$ cat src/rtl/axi_lite_pkg.sv
// Shared definitions for the AXI4-Lite status readback slave:
// response codes, FSM state encodings and address-to-index helpers.
package axi_lite_pkg;

  localparam int unsigned AXI_DW = 32;

  localparam logic [1:0] RESP_OKAY   = 2'b00;
  localparam logic [1:0] RESP_SLVERR = 2'b10;
  localparam logic [1:0] RESP_DECERR = 2'b11;

  typedef enum logic {
    R_IDLE,
    R_DATA
  } r_state_e;

  typedef enum logic {
    W_IDLE,
    W_RESP
  } w_state_e;

  typedef struct packed {
    logic [AXI_DW-1:0] data;
    logic [1:0]        resp;
  } rd_beat_t;

  // Byte address to 32-bit word index width.
  function automatic int unsigned idx_width(input int unsigned addr_w);
    return addr_w - 2;
  endfunction

endpackage

$ cat src/rtl/axi_lite_status_sticky.sv
// Sticky event register: strobes accumulate until a read clears exactly
// the bits it returned; a strobe coincident with the clear is kept.
module axi_lite_status_sticky #(
  parameter int unsigned W = 32
) (
  input  logic         clk_i,
  input  logic         rst_i,
  input  logic         clr_en_i,
  input  logic [W-1:0] clr_mask_i,
  input  logic [W-1:0] event_pulse_i,
  output logic [W-1:0] sticky_o
);

  logic [W-1:0] sticky_q;
  logic [W-1:0] clr_c;

  assign clr_c    = clr_mask_i & {W{clr_en_i}};
  assign sticky_o = sticky_q;

  always_ff @(posedge clk_i) begin
    if (rst_i) begin
      sticky_q <= '0;
    end else begin
      sticky_q <= (sticky_q & ~clr_c) | event_pulse_i;
    end
  end

endmodule

$ cat src/rtl/axi_lite_status.sv
// AXI4-Lite read-only status slave. Reading word 0 snapshots all other
// status words; EVT_REG is clear-on-read; writes are refused with SLVERR.
module axi_lite_status
  import axi_lite_pkg::*;
#(
  parameter int unsigned C_S_AXI_DATA_WIDTH = 32,
  parameter int unsigned C_S_AXI_ADDR_WIDTH = 8,
  parameter int unsigned NUM_REGS           = 16,
  parameter int unsigned EVT_REG            = 15
) (
  input  logic                                     s_axi_aclk,
  input  logic                                     s_axi_areset,
  input  logic [C_S_AXI_ADDR_WIDTH-1:0]            s_axi_araddr,
  input  logic [2:0]                               s_axi_arprot,
  input  logic                                     s_axi_arvalid,
  output logic                                     s_axi_arready,
  output logic [C_S_AXI_DATA_WIDTH-1:0]            s_axi_rdata,
  output logic [1:0]                               s_axi_rresp,
  output logic                                     s_axi_rvalid,
  input  logic                                     s_axi_rready,
  input  logic [C_S_AXI_ADDR_WIDTH-1:0]            s_axi_awaddr,
  input  logic [2:0]                               s_axi_awprot,
  input  logic                                     s_axi_awvalid,
  output logic                                     s_axi_awready,
  input  logic [C_S_AXI_DATA_WIDTH-1:0]            s_axi_wdata,
  input  logic [C_S_AXI_DATA_WIDTH/8-1:0]          s_axi_wstrb,
  input  logic                                     s_axi_wvalid,
  output logic                                     s_axi_wready,
  output logic [1:0]                               s_axi_bresp,
  output logic                                     s_axi_bvalid,
  input  logic                                     s_axi_bready,
  input  logic [NUM_REGS*C_S_AXI_DATA_WIDTH-1:0]   status_words,
  input  logic [C_S_AXI_DATA_WIDTH-1:0]            event_pulse
);

  localparam int unsigned DATA_W = C_S_AXI_DATA_WIDTH;
  localparam int unsigned IDX_W  = idx_width(C_S_AXI_ADDR_WIDTH);
  localparam int unsigned SNAP_W = (NUM_REGS - 1) * DATA_W;

  r_state_e          r_state_q;
  logic              arready_q;
  logic              rvalid_q;
  logic [DATA_W-1:0] rdata_q;
  logic [1:0]        rresp_q;

  w_state_e          w_state_q;
  logic              awready_q;
  logic              wready_q;
  logic              bvalid_q;
  logic [1:0]        bresp_q;

  // Word k (k >= 1) lives at slice k-1; word 0 is always read live.
  logic [SNAP_W-1:0] snap_q;

  logic [IDX_W-1:0]  ar_idx_c;
  logic              ar_hs_c;
  logic              snap_ld_c;
  logic              evt_clr_c;
  logic [DATA_W-1:0] sticky_w;
  rd_beat_t          rd_beat_c;
  logic              unused_c;

  assign ar_idx_c  = s_axi_araddr[C_S_AXI_ADDR_WIDTH-1:2];
  assign ar_hs_c   = s_axi_arvalid & arready_q;
  assign snap_ld_c = ar_hs_c && (ar_idx_c == '0);
  assign evt_clr_c = ar_hs_c && (ar_idx_c == IDX_W'(EVT_REG));

  assign unused_c = ^{s_axi_arprot, s_axi_araddr[1:0], s_axi_awaddr,
                      s_axi_awprot, s_axi_wdata, s_axi_wstrb};

  axi_lite_status_sticky #(
    .W (DATA_W)
  ) u_sticky (
    .clk_i         (s_axi_aclk),
    .rst_i         (s_axi_areset),
    .clr_en_i      (evt_clr_c),
    .clr_mask_i    (sticky_w),
    .event_pulse_i (event_pulse),
    .sticky_o      (sticky_w)
  );

  // Read decode for the index presented on the address channel.
  always_comb begin
    rd_beat_c.data = '0;
    rd_beat_c.resp = RESP_DECERR;
    if (32'(ar_idx_c) < NUM_REGS) begin
      rd_beat_c.resp = RESP_OKAY;
    end
    for (int unsigned k = 1; k < NUM_REGS; k++) begin
      if (ar_idx_c == IDX_W'(k)) begin
        rd_beat_c.data = snap_q[(k-1)*DATA_W +: DATA_W];
      end
    end
    if (ar_idx_c == '0) begin
      rd_beat_c.data = status_words[DATA_W-1:0];
    end
    if (ar_idx_c == IDX_W'(EVT_REG)) begin
      rd_beat_c.data = sticky_w;
    end
  end

  always_ff @(posedge s_axi_aclk) begin
    if (s_axi_areset) begin
      snap_q <= '0;
    end else if (snap_ld_c) begin
      snap_q <= status_words[NUM_REGS*DATA_W-1:DATA_W];
    end
  end

  // Read channel FSM.
  always_ff @(posedge s_axi_aclk) begin
    if (s_axi_areset) begin
      r_state_q <= R_IDLE;
      arready_q <= 1'b0;
      rvalid_q  <= 1'b0;
      rdata_q   <= '0;
      rresp_q   <= RESP_OKAY;
    end else begin
      case (r_state_q)
        R_IDLE: begin
          if (ar_hs_c) begin
            arready_q <= 1'b0;
            rvalid_q  <= 1'b1;
            rdata_q   <= rd_beat_c.data;
            rresp_q   <= rd_beat_c.resp;
            r_state_q <= R_DATA;
          end else begin
            arready_q <= 1'b1;
          end
        end
        R_DATA: begin
          if (s_axi_rready) begin
            rvalid_q  <= 1'b0;
            arready_q <= 1'b1;
            r_state_q <= R_IDLE;
          end
        end
        default: begin
          r_state_q <= R_IDLE;
        end
      endcase
    end
  end

  // Write channel FSM: accept only when address and data arrive together.
  always_ff @(posedge s_axi_aclk) begin
    if (s_axi_areset) begin
      w_state_q <= W_IDLE;
      awready_q <= 1'b0;
      wready_q  <= 1'b0;
      bvalid_q  <= 1'b0;
      bresp_q   <= RESP_OKAY;
    end else begin
      case (w_state_q)
        W_IDLE: begin
          if (s_axi_awvalid && s_axi_wvalid && awready_q && wready_q) begin
            awready_q <= 1'b0;
            wready_q  <= 1'b0;
            bvalid_q  <= 1'b1;
            bresp_q   <= RESP_SLVERR;
            w_state_q <= W_RESP;
          end else begin
            awready_q <= 1'b1;
            wready_q  <= 1'b1;
          end
        end
        W_RESP: begin
          if (s_axi_bready) begin
            bvalid_q  <= 1'b0;
            awready_q <= 1'b1;
            wready_q  <= 1'b1;
            w_state_q <= W_IDLE;
          end
        end
        default: begin
          w_state_q <= W_IDLE;
        end
      endcase
    end
  end

  assign s_axi_arready = arready_q;
  assign s_axi_rvalid  = rvalid_q;
  assign s_axi_rdata   = rdata_q;
  assign s_axi_rresp   = rresp_q;
  assign s_axi_awready = awready_q;
  assign s_axi_wready  = wready_q;
  assign s_axi_bvalid  = bvalid_q;
  assign s_axi_bresp   = bresp_q;

endmodule

$ cat config.mk
export PLATFORM = sky130hd
export DESIGN_NAME = axi_lite_status
export DESIGN_NICKNAME = d
export VERILOG_FILES = /design/src/rtl/axi_lite_pkg.sv /design/src/rtl/axi_lite_status_sticky.sv /design/src/rtl/axi_lite_status.sv
export SDC_FILE = /design/constraint.sdc
export NUM_CORES = 1
export LEC_CHECK = 0
export ABC_AREA = 0
export CELL_PAD_IN_SITES_DETAIL_PLACEMENT = 0
export CELL_PAD_IN_SITES_GLOBAL_PLACEMENT = 1
export CORE_AREA = 8 8 246 295
export DETAILED_ROUTE_END_ITERATION = 6
export DIE_AREA = 0 0 254 303
export HOLD_SLACK_MARGIN = 0.02
export PLACE_DENSITY_LB_ADDON = 0.1
export SLEW_MARGIN = 20
export SYNTH_ARGS = -nofsm -noshare
export SYNTH_HDL_FRONTEND = slang
export SYNTH_HIERARCHICAL = 1
export SYNTH_SLANG_ARGS = --single-unit
$ cat constraint.sdc
create_clock -name s_axi_aclk -period 3.46 [get_ports s_axi_aclk]
set_input_delay 1.038 -clock s_axi_aclk [delete_from_list [all_inputs] [get_ports s_axi_aclk]]
set_output_delay 1.038 -clock s_axi_aclk [all_outputs]
set_load 0.02 [all_outputs]
### Yosys cells after proc, flatten, opt, wreduce, memory -nomap -nowiden

Index checks and enable logic that the tools add are counted.

* register bits: 521
* input bits: 609
* output and inout bits: 41

* order comparisons: 1
* equality and inequality tests: 19
* mux-type cells: 35
* bitwise gates (word level): 7
* reductions and logical operators: 10

Operator list (count)
* $mux W32: 16
* $and A32 B32 Y32: 2
* $eq A6 B4 Y1 const B: 8
* $not A32 Y32: 1
* $or A32 B32 Y32: 1
* $eq A6 B3 Y1 const B: 4
* $eq A6 B2 Y1 const B: 2
* $mux W1: 12
* $pmux W1 S2: 6
* $ne A2 B2 Y1 const B: 4
* $reduce_and A2 Y1: 4
* $eq A6 B1 Y1 const B: 1
* $logic_not A6 Y1: 1
* $lt A6 B5 Y1 const B: 1
* $logic_and A1 B1 Y1: 5
* $mux W2: 1
* $not A1 Y1: 2
* $and A1 B1 Y1: 1

### Longest topological paths before layout

* depth in word-level cells: 17
* mapped depth: 10

### Hierarchy

Netlist, hierarchy kept.

Modules (own cells, without submodules)
* axi_lite_status: instances 1, cells an instance 2813, area each 21428.1 um^2, seq. area each 9769.4 um^2
* axi_lite_status_sticky: instances 1, cells an instance 134, area each 1416.4 um^2, seq. area each 640.6 um^2

### Least setup slack after synthesis

No wires, ideal clock.

* kind: input to register
* from: input port s_axi_araddr[6]
* to: register u_sticky.sticky_q[14], in the netlist u_sticky/sticky_o[14]
* library setup time: 131 ps
* data arrival time: 2588 ps
* required time: 3329 ps
* setup slack: 741 ps
* stages: 8
* path buffers: 4
* cell sequence: buf_4 -> and4bb_2 -> buf_2 -> nand2_1 -> clkbuf_1 -> nor2_1 -> buf_6 -> a311oi_2

* word-level cells in the longest chain between the ends: 6

RTL lines
* start, declared: RTL line axi_lite_status.sv:13 `input logic [C_S_AXI_ADDR_WIDTH-1:0] s_axi_araddr,`
* $eq A6 B4 Y1: RTL line axi_lite_status.sv:66 `assign evt_clr_c = ar_hs_c && (ar_idx_c == IDX_W'(EVT_REG));`
* $logic_and A1 B1 Y1: RTL line axi_lite_status.sv:66
* net evt_clr_c: RTL line axi_lite_status.sv:58 `logic evt_clr_c;`
* $and A32 B32 Y32: RTL line axi_lite_status_sticky.sv:17 `assign clr_c = clr_mask_i & {W{clr_en_i}};`
* $not A32 Y32: RTL line axi_lite_status_sticky.sv:24 `sticky_q <= (sticky_q & ~clr_c) | event_pulse_i;`
* $and A32 B32 Y32: RTL line axi_lite_status_sticky.sv:24
* $or A32 B32 Y32: RTL line axi_lite_status_sticky.sv:24
* end signal, assigned: RTL line axi_lite_status_sticky.sv:24
* end, declared: RTL line axi_lite_status_sticky.sv:14 `logic [W-1:0] sticky_q;`

The timed path passes the listed nets, and every way through them passes these cells.
A chain may end at the register's enable or synchronous reset.

### Worst setup path after layout

* from: input port s_axi_araddr[4]
* to: register rdata_q[4], in the netlist s_axi_rdata[4]

* word-level cells in the longest chain between the ends: 17

RTL lines
* $eq A6 B1 Y1: RTL line axi_lite_status.sv:90 `if (ar_idx_c == IDX_W'(k)) begin`
* $mux W32 (14 in series): RTL line axi_lite_status.sv:90
* $mux W32: RTL line axi_lite_status.sv:94 `if (ar_idx_c == '0) begin`
* $mux W32 (*): RTL line axi_lite_status.sv:97 `if (ar_idx_c == IDX_W'(EVT_REG)) begin`
* end signal, assigned: RTL line axi_lite_status.sv:124 `rdata_q <= rd_beat_c.data;`
* end, declared: RTL line axi_lite_status.sv:43 `logic [DATA_W-1:0] rdata_q;`

Every way passes the cells marked *; elsewhere a longest branch is shown, timed or not.

==> results.md <==
- Clock Tree Root: clkbuf_16
- Hold buffers post-CTS: 0
- Die X: 254 um
- Seq pwr share: 45.1%
- Total buffers and inverters traversed by the critical path: 3
- WHS Endpoint: s_axi_rdata[17]$_SDFFE_PP0P_
- Post-route ant nets: 0
- Final Power: 0.0135 W
- CP max stage delay: 0.61 ns
- CP max FO: 28
- GRT Total Usage: 28.0%
- Switching Share: 23.9%
- Arr. time, crit path: 3.60 ns
- PostCTS Resize Cnt: 0
- Storage cell area: 0.0104 mm2
- Final-layout fill cell count: 6782
- Worst Hold Class: register to register
- P per Cell Area: 412 mW/mm2
- Psw: 0.00323 W
- Hold Startpoint: s_axi_rdata[17]$_SDFFE_PP0P_
- Via count: 24000
- DRT iter0 DRCs: 1854
- Core area: 0.0678 mm2
- Setup CP Type: primary input to register
- # DRC: 0
- Critical Path End Type: register
- Critical path's slowest cell: or4b_2
- Count leader, synth: nand2_1
- Maximum VDD drop: 260 uV
- Post-synth EDFFs: 0
- Async set-reset flop share out of synthesis: 0%
- Number of synthesized register bits: 520
- IO Pins: 650
- H-tree lvl count: 2
- Clock Pin Slew Worst Setup and Hold Paths: 0.06 ns
- Top_reg_cell synth: dfxtp_1
- Num CTS Buffers: 57
- Layout cells sized above 1: 12.2%
- Wire length per cell: 24.9 um
- Footprint of the multi-input gates: 0.0111 mm2
- Clk_skew: 0.0348 ns
- Post-Syn Area: 0.0228 mm2
- Hold Worst Slack: 0.442 ns
- Top delay family on crit path: simple AND/OR/NAND/NOR gates
- Yosys top cell by area: dfxtp_1
- # Max-Cap Violations: 0
- Nets: 4170
- Status: finished clean
- Fmax: 0.324 GHz
- CP Cell Sequence: clkdlybuf4s50_1 > buf_4 > or4b_2 > buf_4 > nor3_1 > nor4_1 > o21ai_0 > a21o_1 > a21oi_1
- Vias in the first global route: 24100
- Area growth syn-to-layout: 43.5%
- Ranking of synthesized cells by area: dfxtp_1, nand2_1, a21oi_1, buf_2, mux2_2
- Fin crit share: 89.3%
- Seq/Total Area, Yosys: 45.6%
- CP startpoint kind: primary input
- Drt first pass iters: 7
- GPL Wtd Cong: 0.926
- Relative max-transition margin: 24.1%
- Largest net degree at the start of global routing: 186
- Die Area: 0.0770 mm2
- Rows: 105
- Worst reg2reg path depth: 8
- Setup violators final: 0
- Initial Utilization: 33.7%
- Min cycle time layout: 3.09 ns
- Final HPWL DP: 87.7 mm
- Slew @ Worst Pin: 1.14 ns
- Final TNS setup: 0 ns
- Synth Area per Inst: 7.75 um2
- Hold Violations, Final: 0
- First-pass GRT wire length: 160 mm
- Post-DR vias/cell: 5.30
- Total Wirelength: 113 mm
- FF-to-FF End: s_axi_rdata[4]$_SDFFE_PP0P_
- Top cell by count, worst path: buf_4
- Ys Warns: 6
- CTS tree: built
- Logic pwr share: 10.1%
- Syn Inst Count: 2947
- Post-synth top area share: 45.6%
- Critical Path RT: 3.97 ns
- Postcts setup bufs: 0
- RSZ-0062 raised after global routing: no
- Initial antenna violation count: 29
- R2r startpoint: snap_q[100]$_SDFFE_PP0P_
- Pins Over Slew Limit: 0
- Clock share of power: 44.8%
- Total gr overflow: 0
- Finished Core Util: 48.3%
- Clk buf depth: 3
- Reg-to-reg setup timing slack: 1.15 ns
- Port Buf Inserts: 564
- Commonest cells in the netlist: nand2_1, a21oi_1, dfxtp_1
- Syn_nets: 3556
- P_int: 0.0103 W
- Clock latency on the worst-skew pair: 0.63 ns
- Hold path depth: 2
- Unique cell type count in the Yosys netlist: 75
- Sink Count: 520
- Die height: 303 um
- Leak Pwr: 11.4 nW
-- cell type report --
class / count / area share (%)
Antenna cell: 19 / 0.145
Clock buffer: 86 / 5.23
Clock inverter: 15 / 0.340
Inverter: 41 / 0.470
Multi-Input combinational cell: 2136 / 33.8
Sequential cell: 520 / 31.8
Tap cell: 909 / 3.47
Timing Repair Buffer: 805 / 24.7
-- logic make-up (layout without fill, tap and decap cells) --
| group | after synthesis | after routing | share of synthesized area, % |
|---|---|---|---|
| AO/OA/AOI/OAI | 905 | 905 | 24.4 |
| buffers and inverters | 291 | 947 | 6.06 |
| flip-flops | 520 | 520 | 45.6 |
| multiplexers | 63 | 63 | 3.12 |
| other | 1 | 20 | 0.0164 |
| AND/OR/NAND/NOR | 1167 | 1167 | 20.9 |
-- layer usage --
layer	global-route usage, %	vias up	share of wire, %
met5	0	-	0.097
met4	12.0	18	3.8
met3	5.86	167	6.6
met2	49.4	820	51
met1	32.6	11600	39
li1	-	11400	-
-- state kept, by name, summed over array words and instances (netlist names) --
register,cells
r_state_q,1
s_axi_arready,1
s_axi_bresp,1
s_axi_bvalid,1
s_axi_rdata,32
s_axi_rresp,1
s_axi_rvalid,1
s_axi_wready,1
snap_q,448
u_sticky/sticky_o,32
w_state_q,1
-- worst register-to-register path: cells and delay by family (launching register included) --
| kind | cells | cell delay (ns) |
|---|---|---|
| flip-flops | 1 | 0.31 |
| AO/OA/AOI/OAI | 5 | 1.32 |
| multiplexers | 1 | 0.27 |
| buffers and inverters | 2 | 0.33 |
-- cells in the final DEF (no fill, tap or decap), types with 12 or more instances in the layout --
master / n
nand2_1: 952
a311oi_2: 30
o22ai_1: 66
o221ai_1: 12
a22oi_1: 58
a221oi_1: 30
o21ai_0: 68
inv_1: 41
diode_2: 19
buf_12: 52
nor2_1: 85
dfxtp_1: 520
nor3_1: 47
a21oi_1: 539
nor4_1: 15
clkbuf_16: 57
buf_4: 191
mux2_2: 46
mux2i_1: 15
clkbuf_8: 18
clkdlybuf4s50_1: 561
o211ai_1: 12
a21o_1: 13
-- worst max path at each step --
stage          cells after the start  slack [ns]                               end       startpoint
3_5_place_dp                       9       -0.24      s_axi_rdata[21]$_SDFFE_PP0P_  s_axi_araddr[4]
4_1_cts                            9        0.43       s_axi_rdata[4]$_SDFFE_PP0P_  s_axi_araddr[4]
6_report                           9        0.37       s_axi_rdata[4]$_SDFFE_PP0P_  s_axi_araddr[4]
2_1_floorplan                      8        0.74  u_sticky/sticky_o[14]$_SDFF_PP0_  s_axi_araddr[6]
3_3_place_gp                       9       -0.22       s_axi_rdata[4]$_SDFFE_PP0P_  s_axi_araddr[4]
5_1_grt                           11        0.25      s_axi_rdata[23]$_SDFFE_PP0P_  s_axi_araddr[4]
-- power by group through the flow --
stage | sequential [W] | combinational, W | clock, W
2_1_floorplan | 0.00621 | 0.000397 | 0
3_3_place_gp | 0.00621 | 0.00135 | 0
3_5_place_dp | 0.00621 | 0.00136 | 0
4_1_cts | 0.00608 | 0.00136 | 0.00615
5_1_grt | 0.00608 | 0.00143 | 0.00639
6_report | 0.00608 | 0.00136 | 0.00604
-- per-stage QoR --
stage / cell area, um2 / worst slack (ns) / std cells
floorplan: 22800 / 0.741 / 2947
CTS: 32700 / 0.432 / 4512
finish: 32800 / 0.369 / 4531
global route: 32800 / 0.254 / 4527
detailed placement: 30900 / -0.239 / 4411
global placement: 30900 / -0.218 / 4411
Power figures use the tool's default switching activity.
